## src/rtl/ysyx_25040129_mem_rd_arbiter_pkg.sv

```systemverilog
// Shared definitions for the IFU/LSU read-channel arbiter: FSM state
// encoding, AXI response and size codes.
package ysyx_25040129_mem_rd_arbiter_pkg;

    typedef enum logic [2:0] {
        ST_IDLE   = 3'd0,
        ST_IFU_AR = 3'd1,
        ST_IFU_R  = 3'd2,
        ST_LSU_AR = 3'd3,
        ST_LSU_R  = 3'd4
    } arb_state_e;

    localparam logic [1:0] RESP_OKAY = 2'b00;

    localparam logic [2:0] SIZE_BYTE = 3'd0;
    localparam logic [2:0] SIZE_HALF = 3'd1;
    localparam logic [2:0] SIZE_WORD = 3'd2;

    // Any response other than OKAY (SLVERR, DECERR, EXOKAY) is reported as a bus error
    function automatic logic resp_is_err(input logic [1:0] resp);
        return resp != RESP_OKAY;
    endfunction

endpackage

```

## src/rtl/ysyx_25040129_mem_rd_arbiter.sv

```systemverilog
// Two-master (IFU, LSU) to one-slave AXI4-lite read arbiter.
// LSU has fixed priority; a streak counter forces an IFU grant after
// MAX_LSU_STREAK consecutive LSU grants taken while the IFU was waiting.
// The grant is registered in IDLE and held from AR handshake to R handshake.
module ysyx_25040129_mem_rd_arbiter
    import ysyx_25040129_mem_rd_arbiter_pkg::*;
#(
    parameter int MAX_LSU_STREAK = 4,
    parameter int STREAK_W       = 4
) (
    input  logic        clk,
    input  logic        rst,

    input  logic [31:0] ifu_araddr,
    input  logic [2:0]  ifu_arsize,
    input  logic        ifu_arvalid,
    output logic        ifu_arready,
    output logic [31:0] ifu_rdata,
    output logic [1:0]  ifu_rresp,
    output logic        ifu_rvalid,
    input  logic        ifu_rready,

    input  logic [31:0] lsu_araddr,
    input  logic [2:0]  lsu_arsize,
    input  logic        lsu_arvalid,
    output logic        lsu_arready,
    output logic [31:0] lsu_rdata,
    output logic [1:0]  lsu_rresp,
    output logic        lsu_rvalid,
    input  logic        lsu_rready,

    output logic [31:0] s_araddr,
    output logic [2:0]  s_arsize,
    output logic        s_arvalid,
    input  logic        s_arready,
    input  logic [31:0] s_rdata,
    input  logic [1:0]  s_rresp,
    input  logic        s_rvalid,
    output logic        s_rready,

    output logic        bus_err
);

    localparam logic [STREAK_W-1:0] STREAK_MAX = STREAK_W'(MAX_LSU_STREAK);
    localparam logic [STREAK_W-1:0] STREAK_ONE = STREAK_W'(1);

    arb_state_e          state;
    logic [STREAK_W-1:0] streak;
    logic                ifu_starved;
    logic                lsu_wins;

    // IFU overrides LSU priority only once the LSU has used up its streak
    assign ifu_starved = ifu_arvalid && (streak == STREAK_MAX);
    assign lsu_wins    = lsu_arvalid && !ifu_starved;

    // Read data and response are broadcast; only the owner ever sees rvalid
    assign ifu_rdata = s_rdata;
    assign ifu_rresp = s_rresp;
    assign lsu_rdata = s_rdata;
    assign lsu_rresp = s_rresp;

    // Grant decision, transaction progress, streak bookkeeping and error pulse
    always_ff @(posedge clk) begin
        if (rst) begin
            state   <= ST_IDLE;
            streak  <= '0;
            bus_err <= 1'b0;
        end else begin
            bus_err <= 1'b0;
            case (state)
                ST_IDLE: begin
                    if (lsu_wins) begin
                        state <= ST_LSU_AR;
                        if (!ifu_arvalid) begin
                            streak <= '0;
                        end else if (streak != STREAK_MAX) begin
                            streak <= streak + STREAK_ONE;
                        end
                    end else if (ifu_arvalid) begin
                        state  <= ST_IFU_AR;
                        streak <= '0;
                    end
                end
                ST_IFU_AR: begin
                    if (ifu_arvalid && s_arready) state <= ST_IFU_R;
                end
                ST_IFU_R: begin
                    if (s_rvalid && ifu_rready) begin
                        state   <= ST_IDLE;
                        bus_err <= resp_is_err(s_rresp);
                    end
                end
                ST_LSU_AR: begin
                    if (lsu_arvalid && s_arready) state <= ST_LSU_R;
                end
                ST_LSU_R: begin
                    if (s_rvalid && lsu_rready) begin
                        state   <= ST_IDLE;
                        bus_err <= resp_is_err(s_rresp);
                    end
                end
                default: state <= ST_IDLE;
            endcase
        end
    end

    // Route the owner's AR/R handshake signals; everything idles low otherwise
    always_comb begin
        s_araddr    = '0;
        s_arsize    = '0;
        s_arvalid   = 1'b0;
        s_rready    = 1'b0;
        ifu_arready = 1'b0;
        ifu_rvalid  = 1'b0;
        lsu_arready = 1'b0;
        lsu_rvalid  = 1'b0;
        case (state)
            ST_IFU_AR: begin
                s_araddr    = ifu_araddr;
                s_arsize    = ifu_arsize;
                s_arvalid   = ifu_arvalid;
                ifu_arready = s_arready;
            end
            ST_IFU_R: begin
                ifu_rvalid = s_rvalid;
                s_rready   = ifu_rready;
            end
            ST_LSU_AR: begin
                s_araddr    = lsu_araddr;
                s_arsize    = lsu_arsize;
                s_arvalid   = lsu_arvalid;
                lsu_arready = s_arready;
            end
            ST_LSU_R: begin
                lsu_rvalid = s_rvalid;
                s_rready   = lsu_rready;
            end
            default: ;
        endcase
    end

endmodule

```

## config.mk

```make
export PLATFORM = sky130hd
export DESIGN_NAME = ysyx_25040129_mem_rd_arbiter
export DESIGN_NICKNAME = d
export VERILOG_FILES = /design/src/rtl/ysyx_25040129_mem_rd_arbiter_pkg.sv /design/src/rtl/ysyx_25040129_mem_rd_arbiter.sv
export SDC_FILE = /design/constraint.sdc
export NUM_CORES = 1
export LEC_CHECK = 0
export CAP_MARGIN = 20
export CORE_AREA = 2 2 87 89
export CTS_CLUSTER_DIAMETER = 100
export CTS_CLUSTER_SIZE = 14
export DETAILED_ROUTE_END_ITERATION = 7
export DIE_AREA = 0 0 89 91
export PLACE_DENSITY = 0.83
export SYNTH_ARGS = -nofsm -noshare
export SYNTH_HDL_FRONTEND = slang
export SYNTH_SLANG_ARGS = --single-unit
```

## constraint.sdc

```tcl
create_clock -name clk -period 1.9 [get_ports clk]
set_clock_uncertainty 0.15 [all_clocks]
set_input_delay 0.38 -clock clk [delete_from_list [all_inputs] [get_ports clk]]
set_output_delay 0.38 -clock clk [all_outputs]
set_load 0.005 [all_outputs]
```

# Word level (Yosys, flattened, before mapping)
# Index checks and enable logic that the tools add are counted.
# totals
register_bits,8
latchBits,0
mem_bits_rw,0
mem_bits_ro,0
input_bits,112
output_inout_bits,110
wordCells,50
mem_count,0
# classes
n_addsub,1
n_mul,0
div,0
n_lt_le_gt_ge,0
n_eq_ne,12
n_shift,0
mux,22
bitwise_logic,0
n_reduce_logical,12
# op_table
cell,n
$pmux W32 S2,1
$mux W3,6
$mux W4,4
$pmux W3 S5,1
$ne A2 B2 Y1 const B,4
$eq A3 B2 Y1 const B,2
$logic_and A1 B1 Y1,6
$mux W1,6
$pmux W1 S2,3
$pmux W3 S2,1
$reduce_and A5 Y1,1
$add A4 B1 Y4 const B,1
$eq A4 B3 Y1 const B,1
$ne A4 B3 Y1 const B,1
$reduce_bool A2 Y1,2
$eq A3 B1 Y1 const B,1
$eq A3 B3 Y1 const B,1
$logic_not A3 Y1,1
$ne A3 B2 Y1 const B,1
$ne A3 B3 Y1 const B,1
$reduce_and A3 Y1,1
$logic_not A1 Y1,1

# Logic depth before layout (Yosys ltp)
# Gate-level depths: netlist of the first run.
# depth
depth_word,6
mapped_depth,6
ltp_nobuf,6

# Worst setup path after synthesis of the first run
# Ideal clock, no wire load.
# synth_timing
kind,flip-flop to output port
from,reg state[1]
to,out s_araddr[13]
t_arrival_ns,1.118
required_ns,1.370
setup_slack_ns,0.252
path_stages_with_launch,5
n_path_buf,2
cell_sequence,dfxtp_1 buf_6 nor3_4 buf_6 a22o_1
# synth_via
elab_chain_len,2
elab_cells_between_ends,3
classes_between,eq/ne (2); mux (1)
# synth_lines
item,line,text
start: declaration,ysyx_25040129_mem_rd_arbiter.sv:47,arb_state_e state;
start signal: assignment,ysyx_25040129_mem_rd_arbiter.sv:65,state <= ST_IDLE;
start signal: assignment,ysyx_25040129_mem_rd_arbiter.sv:73,state <= ST_LSU_AR;
start signal: assignment,ysyx_25040129_mem_rd_arbiter.sv:80,state <= ST_IFU_AR;
$eq A3 B2 Y1 / $eq A3 B1 Y1 (equally long branches),ysyx_25040129_mem_rd_arbiter.sv:117,case (state)
$pmux W32 S2 (*),ysyx_25040129_mem_rd_arbiter.sv:117,
end: declaration,ysyx_25040129_mem_rd_arbiter.sv:32,"output logic [31:0] s_araddr,"
# Every way passes the cells marked *; elsewhere a longest branch is shown, timed or not.

# Worst setup path in the final report of the first run
# layout_timing
from,reg state[1]
to,out s_araddr[8]
# The elaborated chain is that of the path after synthesis.

==> flow_metrics.env, run 1 <==
export IMPL_cts_clk_slew_worst_paths_ps=40
export IMPL_critPathArrivalTime_ps=1550
export IMPL_cts_root_buf="clkbuf_8"
export IMPL_synth_commonest_cells="buf_4, a22o_1, buf_6, nand2_1, dfxtp_1"
export IMPL_syn_cell_area_mm2=0.00149
export IMPL_htree_levels=1
export IMPL_synth_fp_nets=295
export IMPL_syn_to_final_growth_pct=77.5
export IMPL_drt_pass1_iter_count=4
export IMPL_ios=222
export IMPL_vdd_drop_max_v=0.000154
export IMPL_synth_distinct_cells=31
export IMPL_worst_setup_path_type="reg2out"
export IMPL_synth_edff_count=0
export IMPL_coreArea_mm2=0.00714
export IMPL_drc=0
export IMPL_cts_sinks=8
export IMPL_die_w_um=89
export IMPL_rsz0062_at_grt="true"
export IMPL_crit_path_end_kind="output port"
export IMPL_row_count=31
export IMPL_path_buf_inv=4
export IMPL_crit_slowest_cell="dfxtp_2"
export IMPL_grt_max_degree=15
export IMPL_ys_flop_type="dfxtp_1"
export IMPL_numCtsBuffers=3
export IMPL_synth_top_area_frac=0.347
export IMPL_post_drt_via_cell_ratio=4.44
export IMPL_status="complete, but fails checks"
export IMPL_finish_utilization=0.371
export IMPL_tightestPinTransition_ps=368
export IMPL_avgSynthCellArea_um2=8.24
export IMPL_yosysWarnings=0
export IMPL_report_final_slew_viol_count=0
export IMPL_drt_iter0_drc=39
export IMPL_fmax_mhz=481
export IMPL_crit_path_max_fanout=5
export IMPL_ant_nets=0
export IMPL_async_flop_share=0
export IMPL_finalHoldViolations=0
export IMPL_start_util=0.209
export IMPL_worstSetupStartpointType="flop"
export IMPL_clk_latency_ps=230
export IMPL_slowest_delay_ps=320
export IMPL_multi_input_area_um2=707
export IMPL_synthCells=181
export IMPL_n_antenna_cell=0
export IMPL_yosysMostFrequentCell="buf_4"
export IMPL_post_route_min_period_ps=2080
export IMPL_setup_viol=36
export IMPL_cellPowerDensity_mw_per_mm2=484
export IMPL_grt_pass1_wl_um=8920
export IMPL_wl_per_cell_um=18.0
export IMPL_p_leak_nw=1.19
export IMPL_layout_drive_gt1_share=0.346
export IMPL_place_inst=342
export IMPL_hp_class="reg2reg"
export IMPL_ys_seq_area_frac=0.107
export IMPL_violations="setup timing"
export IMPL_relSlewSlack=0.748
export IMPL_grt_pass1_vias=1634
export IMPL_place_gp_congestion=0.840
export IMPL_dieArea_mm2=0.00810
export IMPL_final_nets=388
export IMPL_path_common_cell="buf_6"
export IMPL_routed_wl_um=6690
export IMPL_worstPathRequired_ps=1370
export IMPL_max_cap_violations=0
export IMPL_fin_area_mm2=0.00265
export IMPL_dpl_hpwl_um=4510
export IMPL_antenna_found_initial=0
export IMPL_yosys_register_bits=8
export IMPL_die_height_um=91
export IMPL_path_cells="nor2b_4 > and2_4 > buf_6 > buf_6 > buf_12 > a22o_1 > buf_2"
export IMPL_fin_ws_ps=-178
export IMPL_clk_path_buf_depth=2
export IMPL_yosysTopAreaCell="buf_4"
export IMPL_setup_tns_ps=-2960
export IMPL_cp_top_family="buffers and inverters"
export IMPL_fill_cells=755
export IMPL_fin_cells=371
export IMPL_cts_tree="done"
export IMPL_num_vias=1646
export IMPL_final_period_utilization=1.09
export IMPL_dpl_cell_area_mm2=0.00239
export IMPL_track_usage=0.144
export IMPL_synthTopCellsByArea="buf_4, a22o_1, dfxtp_1"
export IMPL_portBuffers=125
export IMPL_seqCellArea_um2=166
export IMPL_grt_ovfl_total=0
stage by stage:
step           total power, mW  worst slack, ps  hold slack [ps]
2_1_floorplan            0.611              252              320
3_3_place_gp             0.957             -271              334
3_5_place_dp             0.962             -299              354
4_1_cts                   1.24             -215              360
5_1_grt                   1.36             -235              390
6_report                  1.28             -178              358
path summary, 6_finish.rpt:
kind,from,end,slack [ps],cells past startpoint
max,state[1],s_araddr[8],-180,7
min,streak[1],streak[1],360,2
max reg2reg,state[1],streak[3],260,7
min reg2reg,streak[1],streak[1],360,2
worst register-to-register path, stage by stage (launching register included):
cell and delay, ps:
dfxtp_2 320, buf_6 120, buf_6 140, nor3_4 250
o21ai_0 130, buf_4 170, a22oi_1 190, nor2_1 50
per-layer routing:
layer	up-vias	wire length [µm]	part of all wire	GRT usage
met5	-	0	0	0
met4	0	92	0.014	0.0373
met3	12	700	0.10	0.0345
met2	93	3490	0.52	0.278
met1	767	2410	0.36	0.151
li1	774	-	-	-
kinds of logic (layout without fill, tap and decap cells):
logic type	after synthesis	count (layout)	share of synthesized area
simple gates	36	36	0.158
mux	1	1	0.00671
fa+ha+maj	2	2	0.0168
flops	8	8	0.107
buf+inv	82	173	0.425
compound gates	52	52	0.286
power by group:
part | switching, mW | internal, mW
Combinational | 0.334 | 0.555
Clock | 0.0645 | 0.137
Sequential | 0.0104 | 0.180
Total | 0.409 | 0.872
cell type report:
| type | count | share of cell area |
|---|---|---|
| Inverter | 3 | 0.00425 |
| Clock buffer | 3 | 0.0156 |
| Timing Repair Buffer | 167 | 0.603 |
| Multi-Input combinational cell | 91 | 0.267 |
| Sequential cell | 8 | 0.0629 |
| Tap cell | 99 | 0.0468 |
cell usage in the layout (no fill, tap or decap), types with 2 or more instances in the layout:
cell / count
a211o_1: 2
a21oi_1: 2
a22o_1: 37
a22oi_1: 3
a31oi_1: 2
and2_4: 2
and3_1: 4
and4b_1: 2
buf_12: 4
buf_16: 4
buf_2: 26
buf_4: 17
buf_6: 16
buf_8: 2
clkbuf_2: 10
clkbuf_8: 3
clkdlybuf4s50_1: 79
dfxtp_1: 5
dfxtp_2: 2
dlygate4sd2_1: 7
ha_1: 2
inv_1: 2
nand2_1: 9
nand2b_1: 2
nand3_1: 3
nand3b_1: 2
nor2_1: 5
nor2b_4: 2
nor3_4: 2
o21ai_0: 3
sequential cells by signal, indices dropped and copies added, names as in the netlist:
signal / count
bus_err: 1
state: 3
streak: 4
repair_timing:
item | in CTS | in global routing
cloned | 6 | 3
setup buffers | 10 | 12
pin swaps | 5 | 24
endpoints found under the setup margin | 45 | 40
gates resized for setup | 146 | 45
hold buffers | 0 | 0
Power figures use the tool's default switching activity.
==> run 2, diff against run 1 <==
REMOVE_ABC_BUFFERS = 1   (was default)
==> run 2 against run 1 <==
  * The flow still finishes with violations (setup timing)
  * Cell area fell by 0.43%
  * Non-clock buffer count fell by 7
  * Critical path depth did not move
  * Global-route usage rose by 14 points
  * Setup slack improved by 21 ps
  * Register-to-register slack got worse by 90 ps
  * Cell count fell by 1.9%
  * Utilization fell by 0.16 points
  * Clock power rose by 2%
  * Sequential share of layout area barely moved
  * Combinational power rose by 4.7%
  * Flip-flop and latch count did not move
==> flow_metrics.env, run 2 (same netlist as run 1, synthesis figures left out) <==
export IMPL_setup_viol=35
export IMPL_fin_ws_ps=-157
export IMPL_clk_latency_ps=230
export IMPL_routed_wl_um=12100
export IMPL_grt_ovfl_total=0
export IMPL_worstPathRequired_ps=1370
export IMPL_finish_utilization=0.369
export IMPL_path_buf_inv=5
export IMPL_die_height_um=91
export IMPL_worstSetupStartpointType="flop"
export IMPL_seqCellArea_um2=166
export IMPL_fin_hold_ws_ps=360
export IMPL_drt_iter0_drc=78
export IMPL_power_total_mw=1.33
export IMPL_drt_pass1_iter_count=4
export IMPL_layout_commonest_cell="clkdlybuf4s50_1"
export IMPL_grt_max_degree=10
export IMPL_finalHoldViolations=0
export IMPL_violations="setup timing"
export IMPL_clk_path_buf_depth=2
export IMPL_die_w_um=89
export IMPL_fill_cells=747
export IMPL_cts_tree="done"
export IMPL_ant_nets=0
export IMPL_grt_pass1_wl_um=15000
export IMPL_antenna_found_initial=0
export IMPL_coreArea_mm2=0.00714
export IMPL_cts_clk_slew_worst_paths_ps=40
export IMPL_cts_sinks=8
export IMPL_layout_drive_gt1_share=0.340
export IMPL_start_util=0.209
export IMPL_num_vias=1826
export IMPL_crit_path_max_fanout=4
export IMPL_relSlewSlack=0.685
export IMPL_place_gp_congestion=0.939
export IMPL_status="complete, but fails checks"
export IMPL_drt_met1_wl_um=3770
export IMPL_portBuffers=125
export IMPL_report_final_slew_viol_count=0
export IMPL_dr_wl_met3_um=2320
export IMPL_fmax_mhz=486
export IMPL_tightestPinTransition_ps=468
export IMPL_critPathArrivalTime_ps=1530
export IMPL_syn_to_final_growth_pct=76.8
export IMPL_wl_per_cell_um=33.4
export IMPL_numCtsBuffers=3
export IMPL_dieArea_mm2=0.00810
export IMPL_cp_top_family="buffers and inverters"
export IMPL_cellPowerDensity_mw_per_mm2=505
export IMPL_hp_class="reg2reg"
export IMPL_grt_pass1_vias=1804
export IMPL_reg_largest_list="streak (4), state (3), bus_err (1)"
export IMPL_top_layer_used="met5"
export IMPL_worst_setup_path_type="reg2out"
export IMPL_row_count=31
export IMPL_dpl_hpwl_um=9780
export IMPL_drc=0
export IMPL_htree_levels=1
export IMPL_p_leak_nw=1.18
export IMPL_path_cells="buf_6 > and2_4 > buf_6 > buf_16 > buf_12 > a22o_1 > buf_2"
export IMPL_final_nets=381
export IMPL_track_usage=0.282
export IMPL_multi_input_area_um2=733
export IMPL_final_cell_mix="clkdlybuf4s50_1, a22o_1, buf_2"
export IMPL_fin_cells=364
export IMPL_post_drt_via_cell_ratio=5.02
export IMPL_vdd_drop_max_v=0.000183
export IMPL_n_antenna_cell=0
export IMPL_crit_slowest_cell="dfxtp_2"
export IMPL_ios=222
export IMPL_final_period_utilization=1.08
export IMPL_max_cap_violations=0
export IMPL_largest_register="streak"
export IMPL_cts_root_buf="clkbuf_8"
export IMPL_path_common_cell="buf_6"
export IMPL_rsz0062_at_grt="true"
export IMPL_place_inst=341
export IMPL_met2_length_um=5230
export IMPL_slowest_delay_ps=330
export IMPL_crit_path_end_kind="output port"
export IMPL_largest_reg_flops=4
export IMPL_post_route_min_period_ps=2060
[run 2: cell types whose count changed in the layout (fill, tap and decap cells not counted), sizes merged]
cell	before	now
dlymetal6s2s	1	0
clkbuf	14	5
dlygate4sd2	7	8
buf	69	71
[run 2: final timing paths]
check	depth (start not counted)	slack [ps]	from	end
worst min-delay path	2	360	streak[1]	streak[1]
worst max register to register	6	170	state[2]	streak[3]
worst max-delay path	7	-160	state[0]	s_araddr[11]
worst min register to register	2	360	streak[1]	streak[1]
[run 2: layout make-up]
type / count / area share
flip-flops and latches: 8 / 0.0631
repair buffers: 160 / 0.592
well taps: 99 / 0.0470
inverters: 3 / 0.00427
multi-input cells: 91 / 0.278
clock buffers: 3 / 0.0157
[run 2: per-stage QoR]
| stage | setup WS [ps] | cell area (µm²) | setup TNS (ps) |
|---|---|---|---|
| after floorplan | -368 | 868 | -13460 |
| after global placement | -339 | 2380 | -9730 |
| after detailed placement | -318 | 2380 | -10180 |
| after CTS | -154 | 2610 | -2300 |
| after global routing | -199 | 2640 | -4040 |
| final | -157 | 2640 | -2460 |
[run 2: tightest hold or removal path, delay by kind of cell (launching register included)]
family	cells	cell delay, ps
AO/OA/AOI/OAI	1	50
AND/OR/NAND/NOR	1	70
flip-flops	1	340
[run 2: routing by layer]
layer,global-route usage,up-vias
met5,0.0699,-
met2,0.422,216
met3,0.245,29
met4,0.141,2
met1,0.260,817
li1,-,762
[run 2: timing repair]
| action | CTS | global route |
|---|---|---|
| gates resized for setup | 189 | 7 |
| setup endpoints to repair | 45 | 38 |
| pin swaps | 18 | 13 |
| buffers inserted | 15 | 3 |
| hold buffers | 0 | 0 |
| gates cloned | 5 | 1 |
[run 2: report_power, final]
part	internal [mW]	switching, mW
Sequential	0.180	0.0128
Clock	0.137	0.0690
Combinational	0.568	0.363
==> run 3, diff against run 2 <==
SKIP_LAST_GASP = 1   (was default)
==> run 3 against run 2 <==
  * The flow still finishes with violations (setup timing)
  * Utilization is 0.42 points lower
  * Largest power group unchanged
  * Maximum frequency hardly changed
  * Sequential share of layout area is 0.073 points higher
  * Global-route usage is 0.16 points lower
  * Total power is 2.2% lower
  * Die area stayed put
  * Register-to-register slack hardly changed
==> flow_metrics.env, run 3 (same netlist as run 1, synthesis figures left out) <==
export IMPL_p_leak_nw=1.16
export IMPL_fin_ws_ps=-156
export IMPL_ant_nets=0
export IMPL_dpl_hpwl_um=9780
export IMPL_fin_area_mm2=0.00261
export IMPL_hp_class="reg2reg"
export IMPL_row_count=31
export IMPL_ios=222
export IMPL_fmax_mhz=486
export IMPL_n_antenna_cell=0
export IMPL_largest_register="streak"
export IMPL_htree_levels=1
export IMPL_startpoint="state[0]"
export IMPL_tightestPinTransition_ps=474
export IMPL_final_nets=380
export IMPL_routed_wl_um=12000
export IMPL_hp_start="streak[1]"
export IMPL_layout_commonest_cell="clkdlybuf4s50_1"
export IMPL_start_util=0.209
export IMPL_layout_drive_gt1_share=0.337
export IMPL_drt_iter0_drc=100
export IMPL_max_cap_violations=0
export IMPL_clk_path_buf_depth=2
export IMPL_wl_per_cell_um=33.0
export IMPL_num_vias=1799
export IMPL_dieArea_mm2=0.00810
export IMPL_status="complete, but fails checks"
export IMPL_vdd_drop_max_v=0.000181
export IMPL_dpl_cell_area_mm2=0.00238
export IMPL_drt_pass1_iter_count=4
export IMPL_worstSetupStartpointType="flop"
export IMPL_clk_latency_ps=230
export IMPL_die_height_um=91
export IMPL_numCtsBuffers=3
export IMPL_final_cell_mix="clkdlybuf4s50_1, a22o_1, buf_2"
export IMPL_pre_cts_slack_ps=-318
export IMPL_worst_setup_path_type="reg2out"
export IMPL_cts_sinks=8
export IMPL_cts_tree="done"
export IMPL_die_w_um=89
export IMPL_worstPathRequired_ps=1370
export IMPL_antenna_found_initial=0
export IMPL_rr_startpoint="state[2]"
export IMPL_coreArea_mm2=0.00714
export IMPL_syn_to_final_growth_pct=74.7
export IMPL_portBuffers=125
export IMPL_grt_pass1_vias=1789
export IMPL_cellPowerDensity_mw_per_mm2=499
export IMPL_crit_path_max_fanout=7
export IMPL_crit_path_end_kind="output port"
export IMPL_grt_max_degree=10
export IMPL_report_final_slew_viol_count=0
export IMPL_final_period_utilization=1.08
export IMPL_setup_viol=36
export IMPL_post_drt_via_cell_ratio=4.96
export IMPL_violations="setup timing"
export IMPL_r2r_slack_ps=180
export IMPL_place_gp_congestion=0.939
export IMPL_drc=0
export IMPL_reg_largest_list="streak (4), state (3), bus_err (1)"
export IMPL_grt_pass1_wl_um=14900
export IMPL_cts_root_buf="clkbuf_8"
export IMPL_track_usage=0.281
export IMPL_post_route_min_period_ps=2060
export IMPL_relSlewSlack=0.680
export IMPL_finalHoldViolations=0
export IMPL_fill_cells=752
export IMPL_rsz0062_at_grt="true"
export IMPL_cts_clk_slew_worst_paths_ps=40
export IMPL_critPathArrivalTime_ps=1530
export IMPL_grt_ovfl_total=0
export IMPL_largest_reg_flops=4
[run 3: report_power, final]
group | internal [mW] | switching (mW) | leakage (nW) | total, mW
Clock | 0.137 | 0.0662 | 0.0216 | 0.203
Sequential | 0.180 | 0.0124 | 0.0665 | 0.192
Combinational | 0.551 | 0.355 | 1.07 | 0.905
Total | 0.868 | 0.433 | 1.16 | 1.30
[run 3: worst max-delay path: stages, from the launching register on]
cell and delay, ps:
dfxtp_2 330, buf_6 120, and2_4 170, buf_6 130, buf_16 130, buf_12 120
a22o_1 170, buf_2 130
[run 3: metal layers]
metal,global-route usage,share of wire,vias up
met2,0.415,0.42,209
met4,0.147,0.074,2
met3,0.244,0.20,29
li1,-,-,758
met5,0.0699,0.0048,-
met1,0.260,0.31,801
[run 3: metrics by stage]
| step | hold WS [ps] | setup TNS, ps | util | power, mW | instances |
|---|---|---|---|---|---|
| finish | 359 | -2290 | 0.365 | 1.30 | 363 |
| global route | 400 | -3810 | 0.365 | 1.38 | 363 |
| CTS | 353 | -2780 | 0.366 | 1.31 | 364 |
| detailed placement | 348 | -10180 | 0.334 | 0.976 | 341 |
| global placement | 335 | -9730 | 0.334 | 0.971 | 341 |
| floorplan | 299 | -13460 | - | 0.439 | 102 |
[run 3: final timing paths]
path,end,cells after the start
worst max register to register,streak[3],6
worst min register to register,streak[1],2
worst max-delay path,s_araddr[14],7
worst min-delay path,streak[1],2
[run 3: final cells by class]
cell class	instances	area (µm²)	area share
clock buffers	3	41.3	0.0158
inverters	3	11.3	0.00432
multi-input cells	91	742	0.285
flip-flops and latches	8	166	0.0639
well taps	99	124	0.0475
repair buffers	159	1520	0.584
[run 3: repair_timing]
item                                    CTS  global route
resized for setup                       177            15
hold buffers                              0             0
pin swaps                                17            14
buffers inserted                         15             3
cloned                                    5             0
endpoints found under the setup margin   45            38
